<file path="src/rtl/fetch_queue_if.sv">
// Fetch-queue bus: redirect from execute, instruction memory port and decode handshake.
// The fetch_queue connects through the master modport; the surrounding pipeline uses slave.
interface fetch_queue_if #(
  parameter int XLEN  = 32,
  parameter int DEPTH = 4
);
  logic                   redirect_valid;
  logic [XLEN-1:0]        redirect_pc;
  logic                   imem_enable;
  logic [XLEN-1:0]        imem_address;
  logic [XLEN-1:0]        imem_data;
  logic                   d_ready;
  logic                   d_valid;
  logic [XLEN-1:0]        d_instr;
  logic [XLEN-1:0]        d_pc;
  logic [$clog2(DEPTH):0] occupancy;

  modport master (
    input  redirect_valid, redirect_pc, imem_data, d_ready,
    output imem_enable, imem_address, d_valid, d_instr, d_pc, occupancy
  );

  modport slave (
    output redirect_valid, redirect_pc, imem_data, d_ready,
    input  imem_enable, imem_address, d_valid, d_instr, d_pc, occupancy
  );
endinterface

</file>
<file path="src/rtl/fetch_queue.sv">
// Instruction fetch queue: issues sequential imem reads, buffers responses in order for decode.
// Optional macro FETCH_QUEUE_BYPASS_EN shows a response to an empty queue directly to decode.
module fetch_queue #(
  parameter int              XLEN     = 32,
  parameter int              DEPTH    = 4,
  parameter logic [XLEN-1:0] RESET_PC = 32'h01000000
) (
  input logic           clock,
  input logic           reset,
  fetch_queue_if.master bus
);
  localparam int              PW      = $clog2(DEPTH);
  localparam int              CW      = PW + 1;
  localparam logic [CW-1:0]   DEPTH_C = CW'(DEPTH);
  localparam logic [XLEN-1:0] NOP     = XLEN'(32'h00000013);

  logic [XLEN-1:0] fetch_pc_q;
  logic            inflight_q;
  logic [XLEN-1:0] inflight_pc_q;
  logic [PW-1:0]   rd_ptr_q;
  logic [PW-1:0]   wr_ptr_q;
  logic [CW-1:0]   count_q;
  logic [CW-1:0]   count_d;
  logic [XLEN-1:0] instr_mem_q [DEPTH];
  logic [XLEN-1:0] pc_mem_q    [DEPTH];

  logic credit_ok;
  logic issue;
  logic head_valid;
  logic bypass_hit;
  logic pop;
  logic push;

  // count + inflight never exceeds DEPTH, so the sum fits in CW bits
  assign credit_ok  = (count_q + CW'(inflight_q)) < DEPTH_C;
  assign issue      = !reset && !bus.redirect_valid && credit_ok;
  assign head_valid = (count_q != '0);

`ifdef FETCH_QUEUE_BYPASS_EN
  assign bypass_hit = inflight_q && !head_valid;
`else
  assign bypass_hit = 1'b0;
`endif

  assign pop     = head_valid && bus.d_ready && !bus.redirect_valid;
  assign push    = inflight_q && !bus.redirect_valid && !(bypass_hit && bus.d_ready);
  assign count_d = count_q + CW'(push) - CW'(pop);

  assign bus.imem_enable  = issue;
  assign bus.imem_address = fetch_pc_q;
  assign bus.occupancy    = count_q;

`ifdef FETCH_QUEUE_BYPASS_EN
  always_comb begin
    bus.d_valid = 1'b0;
    bus.d_instr = NOP;
    bus.d_pc    = '0;
    if (head_valid) begin
      bus.d_valid = 1'b1;
      bus.d_instr = instr_mem_q[rd_ptr_q];
      bus.d_pc    = pc_mem_q[rd_ptr_q];
    end else if (bypass_hit) begin
      bus.d_valid = 1'b1;
      bus.d_instr = bus.imem_data;
      bus.d_pc    = inflight_pc_q;
    end
  end
`else
  assign bus.d_valid = head_valid;
  assign bus.d_instr = head_valid ? instr_mem_q[rd_ptr_q] : NOP;
  assign bus.d_pc    = head_valid ? pc_mem_q[rd_ptr_q] : '0;
`endif

  // Redirect dominates: the queue is flushed and any response arriving this cycle is dropped.
  always_ff @(posedge clock or posedge reset) begin
    if (reset) begin
      fetch_pc_q    <= RESET_PC;
      inflight_q    <= 1'b0;
      inflight_pc_q <= '0;
      rd_ptr_q      <= '0;
      wr_ptr_q      <= '0;
      count_q       <= '0;
    end else if (bus.redirect_valid) begin
      fetch_pc_q <= bus.redirect_pc & ~XLEN'(3);
      inflight_q <= 1'b0;
      rd_ptr_q   <= '0;
      wr_ptr_q   <= '0;
      count_q    <= '0;
    end else begin
      inflight_q <= issue;
      if (issue) begin
        inflight_pc_q <= fetch_pc_q;
        fetch_pc_q    <= fetch_pc_q + XLEN'(4);
      end
      if (push) wr_ptr_q <= wr_ptr_q + PW'(1);
      if (pop)  rd_ptr_q <= rd_ptr_q + PW'(1);
      count_q <= count_d;
    end
  end

  always_ff @(posedge clock) begin
    if (push) begin
      instr_mem_q[wr_ptr_q] <= bus.imem_data;
      pc_mem_q[wr_ptr_q]    <= inflight_pc_q;
    end
  end
endmodule

</file>
<file path="src/flat_wrapper.sv">
// flat-port wrapper written by rule: the top's interface ports become plain ports
module fetch_queue_flat 
#(
  parameter int              XLEN     = 32,
  parameter int              DEPTH    = 4,
  parameter logic [XLEN-1:0] RESET_PC = 32'h01000000
)
  (clock, reset, bus_redirect_valid, bus_redirect_pc, bus_imem_data, bus_d_ready, bus_imem_enable, bus_imem_address, bus_d_valid, bus_d_instr, bus_d_pc, bus_occupancy);
  fetch_queue_if #(.XLEN(XLEN), .DEPTH(DEPTH)) bus_i ();
  input logic clock;
  input logic reset;
  input wire logic [$bits(bus_i.redirect_valid)-1:0] bus_redirect_valid;
  input wire logic [$bits(bus_i.redirect_pc)-1:0] bus_redirect_pc;
  input wire logic [$bits(bus_i.imem_data)-1:0] bus_imem_data;
  input wire logic [$bits(bus_i.d_ready)-1:0] bus_d_ready;
  output wire logic [$bits(bus_i.imem_enable)-1:0] bus_imem_enable;
  output wire logic [$bits(bus_i.imem_address)-1:0] bus_imem_address;
  output wire logic [$bits(bus_i.d_valid)-1:0] bus_d_valid;
  output wire logic [$bits(bus_i.d_instr)-1:0] bus_d_instr;
  output wire logic [$bits(bus_i.d_pc)-1:0] bus_d_pc;
  output wire logic [$bits(bus_i.occupancy)-1:0] bus_occupancy;
  assign bus_i.redirect_valid = bus_redirect_valid;
  assign bus_i.redirect_pc = bus_redirect_pc;
  assign bus_i.imem_data = bus_imem_data;
  assign bus_i.d_ready = bus_d_ready;
  assign bus_imem_enable = bus_i.imem_enable;
  assign bus_imem_address = bus_i.imem_address;
  assign bus_d_valid = bus_i.d_valid;
  assign bus_d_instr = bus_i.d_instr;
  assign bus_d_pc = bus_i.d_pc;
  assign bus_occupancy = bus_i.occupancy;
  fetch_queue #(.XLEN(XLEN), .DEPTH(DEPTH), .RESET_PC(RESET_PC)) u_core (.clock(clock), .reset(reset), .bus(bus_i));
endmodule
</file>
<file path="config.mk">
export PLATFORM = sky130hd
export DESIGN_NAME = fetch_queue_flat
export DESIGN_NICKNAME = d
export VERILOG_FILES = /design/src/rtl/fetch_queue_if.sv /design/src/rtl/fetch_queue.sv /design/src/flat_wrapper.sv
export SDC_FILE = /design/constraint.sdc
export NUM_CORES = 1
export LEC_CHECK = 0
export BUFFER_PORTS_ARGS = -buffer_cell sky130_fd_sc_hd__buf_4
export CORE_AREA = 3 3 144 174
export DETAILED_ROUTE_END_ITERATION = 16
export DIE_AREA = 0 0 147 177
export GPL_ROUTABILITY_DRIVEN = 0
export PLACE_DENSITY = 0.79
export SYNTH_ARGS = -nofsm -noshare
export SYNTH_HDL_FRONTEND = slang
export SYNTH_SLANG_ARGS = --single-unit
</file>
<file path="constraint.sdc">
create_clock -name clock -period 5.4 [get_ports clock]
set_clock_uncertainty 0.1 [all_clocks]
set_input_delay 0.54 -clock clock [delete_from_list [all_inputs] [get_ports clock]]
set_output_delay 0.54 -clock clock [all_outputs]
set_load 0.1 [all_outputs]
</file>
==> results.json, run 1 <==
{
  "final-hold-violation-count": 0,
  "end_kind": "output port",
  "clk_pin_slew_ns": 0.06,
  "hold_path.class": "in2reg",
  "diodes": 0,
  "leakagePower_nw": 5.41,
  "fillers": 1680,
  "ir_drop_v": 0.000273,
  "grt_pass1_wl_um": 40300,
  "drive_gt1_share_pct": 35.4,
  "async_reset_ff_share_pct": 21.5,
  "grt_usage_pct": 19.4,
  "rsz0062_at_grt": "no",
  "boundaryPins": 169,
  "crit_fanout": 41,
  "synth_cell_types": 47,
  "drc": 0,
  "io_buffers": 162,
  "ant_nets": 0,
  "antenna_found_initial": 0,
  "cts_num_sinks": 316,
  "crit_type": "reg2out",
  "setup_ws_ns": 1.87,
  "ys.flop_type": "edfxtp_1",
  "synth_warnings": 0,
  "setup_tns_ns": 0,
  "start_util_pct": 54.9,
  "syn_area_per_cell_sq_um": 17.6,
  "status": "completed",
  "fin_crit_sh_pct": 65.4,
  "area_delta_synth_final_pct": 19.6,
  "critPathLaunchType": "flop",
  "die_y_um": 177,
  "synth.cell_area_sq_um": 12800,
  "totalWireLength_um": 24800,
  "ys_seq_area_share_pct": 71.4,
  "cts_root_buf": "clkbuf_16",
  "ys_ff_latch": 316,
  "cts_setup_buffers": 0,
  "max_freq_mhz": 283,
  "cts_tree": "done",
  "numCtsBuffers": 29,
  "clock_latency_ns": 0.52,
  "p_per_area_nw_per_um2": 558,
  "floorplan.rows": 61,
  "synth_edf_count": 248,
  "die_w_um": 147,
  "clockBufferDepth": 3,
  "syn_inst": 727,
  "grt_max_degree": 63,
  "first_pass_iters": 4,
  "cap_viol_max_count": 0,
  "finalSetupViolCount": 0,
  "relSlewSlack_pct": 15.6,
  "routedWlPerCell_um": 20.3,
  "overflow": 0,
  "design.core.area_sq_um": 23400,
  "vias": 7074,
  "tightest_slew_ns": 1.24,
  "grt_pass1_vias": 7368,
  "die_area_sq_um": 26000,
  "place_ws_ns": 2.23,
  "drt_iter0_drc": 458,
  "worstPathArrival_ns": 2.89,
  "maxSlewViolCount": 0,
  "critPathRequiredTime_ns": 4.76,
  "cts_max_level": 1,
  "vias_per_cell": 5.78,
  "fin_crit_ns": 3.53,
  "hpwl_um": 14900,
  "finalNetCount": 962
}
## state kept, by name (all words and copies together), names as in the netlist
signal                   cells
u_core.rd_ptr_q              2
u_core.inflight_q            1
u_core.bus.imem_address     30
u_core.wr_ptr_q              2
u_core.pc_mem_q            120
u_core.bus.occupancy         3
u_core.inflight_pc_q        30
u_core.instr_mem_q         128
## routing by layer
layer | global-route usage (%) | wire length [um]
met1 | 27.2 | 10600
met2 | 33.1 | 12500
met3 | 2.51 | 1290
met4 | 4.16 | 402
met5 | 0 | 0
## worst paths after layout
check	from	to	slack, ns	cells after the start
setup / recovery	u_core.rd_ptr_q[1]	bus_d_pc[14]	1.87	4
hold / removal	bus_imem_data[26]	u_core.instr_mem_q[3][26]	0.11	1
setup reg to reg	u_core.bus.occupancy[1]	u_core.bus.occupancy[2]	2.21	12
hold reg to reg	u_core.inflight_pc_q[8]	u_core.pc_mem_q[3][8]	0.42	0
max in group asynchronous	reset	u_core.rd_ptr_q[0]	3.63	4
min in group asynchronous	reset	u_core.bus.imem_address[3]	0.56	3
## critical path: stages (launching register included)
cell and delay [ns]:
dfrtp_2 1.10, buf_4 0.47, mux4_2 0.36, and2_1 0.17, buf_4 0.23
## synth_stat cells, types with 3 or more instances
library cell | instances | area [sq um]
nand4_1 | 7 | 43.8
xor2_1 | 3 | 26.3
mux4_2 | 62 | 1400
dfrtp_1 | 67 | 1680
o21ai_0 | 6 | 30.0
edfxtp_1 | 248 | 7450
clkbuf_1 | 25 | 93.8
xnor2_1 | 3 | 26.3
buf_2 | 5 | 25.0
mux2i_1 | 4 | 40.0
nand3_1 | 16 | 80.1
and2_1 | 63 | 394
and4_1 | 3 | 26.3
nand2_1 | 19 | 71.3
buf_1 | 6 | 22.5
a31oi_1 | 19 | 119
nor2b_1 | 6 | 37.5
mux2_2 | 29 | 327
o31ai_1 | 16 | 120
or2_2 | 4 | 25.0
ha_1 | 7 | 87.6
o311ai_0 | 3 | 26.3
or4_1 | 22 | 165
inv_1 | 12 | 45.0
o211ai_1 | 4 | 30.0
nor2_1 | 31 | 116
or3_1 | 3 | 18.8
buf_4 | 7 | 52.6
## cell type report
type / count / area (sq um) / area share, %
multi-input combinational: 357 / 3460 / 22.6
tap: 315 / 394 / 2.57
clock buffer: 36 / 772 / 5.03
sequential: 316 / 9160 / 59.7
timing repair buffer: 169 / 1270 / 8.29
inverter: 13 / 48.8 / 0.318
clock inverter: 17 / 231 / 1.51
## repair_timing
action	in CTS	in global routing
setup endpoints to repair	0	0
hold buffers	1	0
gates resized for setup	0	0
hold endpoints to repair	23	0
## per-stage QoR
stage	power (mW)	instance area [sq um]	std cells	hold slack (ns)	utilization, %
final	8.55	15300	1223	0.115	65.7
after floorplan	5.77	12800	730	0.371	-
after detailed placement	6.52	14300	1169	0.400	61.3
after global placement	6.46	14300	1169	0.385	61.3
after global routing	8.87	15300	1223	0.0963	65.7
after CTS	8.64	15300	1223	0.0896	65.7
## where the power goes
part           internal, mW  switching [mW]
Sequential             2.93           0.260
Combinational         0.850            2.39
Clock                  1.30           0.826
Total                  5.07            3.48
## cell usage in the layout (no fill, tap or decap), drive strengths merged, types with 3 or more instances in the layout
| cell type | n |
|---|---|
| clkbuf | 36 |
| ha | 7 |
| xnor2 | 3 |
| nor2 | 31 |
| mux4 | 62 |
| clkinv | 12 |
| nand3 | 16 |
| o311ai | 3 |
| edfxtp | 248 |
| and4 | 3 |
| nand2 | 19 |
| buf | 168 |
| or2 | 5 |
| and2 | 63 |
| dfrtp | 67 |
| bufinv | 6 |
| or3 | 3 |
| or4 | 24 |
| inv | 11 |
| mux2 | 29 |
| nor2b | 6 |
| nand4 | 9 |
| o31ai | 16 |
| o21ai | 6 |
| conb | 4 |
| o211ai | 4 |
| mux2i | 4 |
| xor2 | 3 |
| a31oi | 19 |
## logic make-up after synthesis
logic type | share of synthesized area [%]
AO/OA/AOI/OAI | 2.97
XOR/XNOR | 0.410
adder cells (fa/ha/maj) | 0.839
buffers and inverters | 1.98
flip-flops | 71.4
multiplexers | 13.8
other | 0.0293
AND/OR/NAND/NOR | 8.64
Note: power is estimated with default switching activity, not from simulation.
==> run 2, diff against run 1 <==
--- a/config.mk
+++ b/config.mk
@@ -6,11 +6,11 @@
 export NUM_CORES = 1
 export LEC_CHECK = 0
 export BUFFER_PORTS_ARGS = -buffer_cell sky130_fd_sc_hd__buf_4
-export CORE_AREA = 3 3 144 174
+export CORE_AREA = 3 3 148 178
 export DETAILED_ROUTE_END_ITERATION = 16
-export DIE_AREA = 0 0 147 177
+export DIE_AREA = 0 0 151 181
 export GPL_ROUTABILITY_DRIVEN = 0
-export PLACE_DENSITY = 0.79
+export PLACE_DENSITY = 0.78
 export SYNTH_ARGS = -nofsm -noshare
 export SYNTH_HDL_FRONTEND = slang
 export SYNTH_SLANG_ARGS = --single-unit
==> constraint.sdc (replaced) <==
create_clock -name clock -period 3 [get_ports clock]
set_clock_uncertainty 0.1 [all_clocks]
set_input_delay 0.3 -clock clock [delete_from_list [all_inputs] [get_ports clock]]
set_output_delay 0.3 -clock clock [all_outputs]
set_load 0.1 [all_outputs]
==> run 2 against run 1 <==
First-iteration DRC count down 2.4%. Die area up 5.0%. Global-route usage rose by 0.11 points. Routed wire length increased by 6.7%.
==> results.json, run 2 (synthesis gave the netlist of run 1 again) <==
{
  "hold_path.class": "in2reg",
  "final-hold-violation-count": 0,
  "totalWireLength_um": 26500,
  "final_common_cell": "edfxtp_1",
  "die_y_um": 181,
  "grt_pass1_vias": 7709,
  "fin_crit_ns": 2.83,
  "largest_register_ff_count": 128,
  "hpwl_um": 15800,
  "tightest_slew_ns": 1.18,
  "numCtsBuffers": 30,
  "cap_viol_max_count": 0,
  "overflow": 0,
  "max_stage_delay_ns": 0.50,
  "cts_root_buf": "clkbuf_16",
  "clock_latency_ns": 0.54,
  "fin_area_sq_um": 16300,
  "routedWlPerCell_um": 20.1,
  "setup_tns_ns": 0,
  "largestRegisters": "u_core.instr_mem_q: 128 flops, u_core.pc_mem_q: 120 flops",
  "cpMostUsedCell": "buf_4",
  "r2r-end": "u_core.bus.imem_address[30]",
  "fillers": 1705,
  "vias": 7381,
  "drt_iter0_drc": 447,
  "antenna_found_initial": 0,
  "path_cells": "nor3_1 -> buf_4 -> inv_2 -> buf_4 -> and2_1 -> buf_4",
  "cts_num_sinks": 316,
  "finalNetCount": 1043,
  "io_buffers": 162,
  "end_kind": "output port",
  "start_util_pct": 51.8,
  "grt_pass1_wl_um": 42000,
  "maxSlewViolCount": 0,
  "max_freq_mhz": 354,
  "cts_tree": "done",
  "cts_hold_buf": 63,
  "fin_crit_sh_pct": 94.3,
  "diodes": 0,
  "postPlaceCellArea_sq_um": 14600,
  "die_area_sq_um": 27300,
  "final_cell_mix": "edfxtp_1 (248), buf_4 (177), dfrtp_1 (64), dlygate4sd3_1 (63), mux4_2 (62)",
  "drc": 0,
  "relSlewSlack_pct": 19.9,
  "rrSetupSlack_ns": 0.45,
  "leakagePower_nw": 5.82,
  "ant_nets": 0,
  "boundaryPins": 169,
  "seq_area_sq_um": 9160,
  "drive_gt1_share_pct": 35.9,
  "reg2reg_depth": 5,
  "rsz0062_at_grt": "no",
  "top_register": "u_core.instr_mem_q",
  "multi_input_area_sq_um": 3470,
  "startpoint": "u_core.bus.occupancy[2]",
  "clockBufferDepth": 3,
  "clk_pin_slew_ns": 0.06,
  "cp.depth": 6,
  "finalSetupViolCount": 0,
  "vias_per_cell": 5.61,
  "worstPathArrival_ns": 2.43,
  "grt_max_degree": 62,
  "crit_family": "buffers and inverters",
  "critPathBufInv": 4,
  "crit_fanout": 61,
  "status": "completed",
  "area_delta_synth_final_pct": 26.9,
  "cp-endpoint": "bus_d_pc[20]",
  "critPathRequiredTime_ns": 2.60,
  "critPathSlowestCell": "dfrtp_1",
  "rr_startpoint": "u_core.bus.imem_address[2]",
  "first_pass_iters": 4,
  "critPathLaunchType": "flop",
  "die_w_um": 151,
  "crit_type": "reg2out",
  "floorplan.rows": 63,
  "cts_max_level": 1,
  "p_per_area_nw_per_um2": 962,
  "ir_drop_v": 0.000485,
  "grt_usage_pct": 19.5,
  "cts_setup_buffers": 0,
  "design.core.area_sq_um": 24800,
  "cts.repair.resized": 0
}
-- run 2: cell types whose count changed in the layout (fill, tap and decap cells not counted), moves of 2 or more --
cell,change
dlygate4sd3_1,+62
and2_1,-9
and2_2,+9
buf_12,+9
buf_4,+9
clkinv_1,-4
clkbuf_16,+3
bufinv_16,-2
inv_4,+2
-- run 2: area by class of cell --
class	instances	area share, %
clock buffers	40	5.29
multi-input cells	357	21.3
flip-flops and latches	316	56.3
repair buffers	249	13.1
inverters	13	0.300
clock inverters	16	1.16
well taps	325	2.50
-- run 2: worst min path at each step --
stage,cells after the start,start,endpoint,slack (ns)
after global placement,2,reset,u_core.inflight_pc_q[3],0.29
after floorplan,0,bus_imem_data[0],u_core.instr_mem_q[0][0],0.30
after CTS,4,bus_d_ready,u_core.rd_ptr_q[0],0.01
final,4,bus_d_ready,u_core.rd_ptr_q[0],0.04
after global routing,4,bus_d_ready,u_core.rd_ptr_q[1],0.05
after detailed placement,2,reset,u_core.bus.imem_address[8],0.29
-- run 2: metrics by stage --
step,instances,util [%],total power [mW],worst slack [ns],hold WS [ns]
floorplan,730,-,10.4,0.00282,0.299
global placement,1197,59.0,11.7,0.497,0.285
detailed placement,1197,59.0,11.8,0.463,0.293
CTS,1316,65.7,15.8,0.116,0.0140
global route,1316,65.7,16.2,0.0321,0.0457
finish,1316,65.7,15.7,0.171,0.0405
-- run 2: layer usage --
layer	share of wire (%)	GRT usage, %
met1	42	26.7
met2	51	33.0
met3	5.3	2.66
met4	2.2	5.33
met5	0	0
-- run 2: worst register-to-register path, delay by kind of cell (launching register included) --
kind / cells / cell delay, ns
AND/OR/NAND/NOR: 3 / 1.28
flip-flops: 1 / 0.49
AO/OA/AOI/OAI: 1 / 0.32
adder cells (fa/ha/maj): 1 / 0.25
-- run 2: power by group --
group	switching (mW)	internal [mW]	total, mW
Combinational	4.45	1.65	6.10
Clock	1.56	2.36	3.92
Sequential	0.366	5.27	5.64
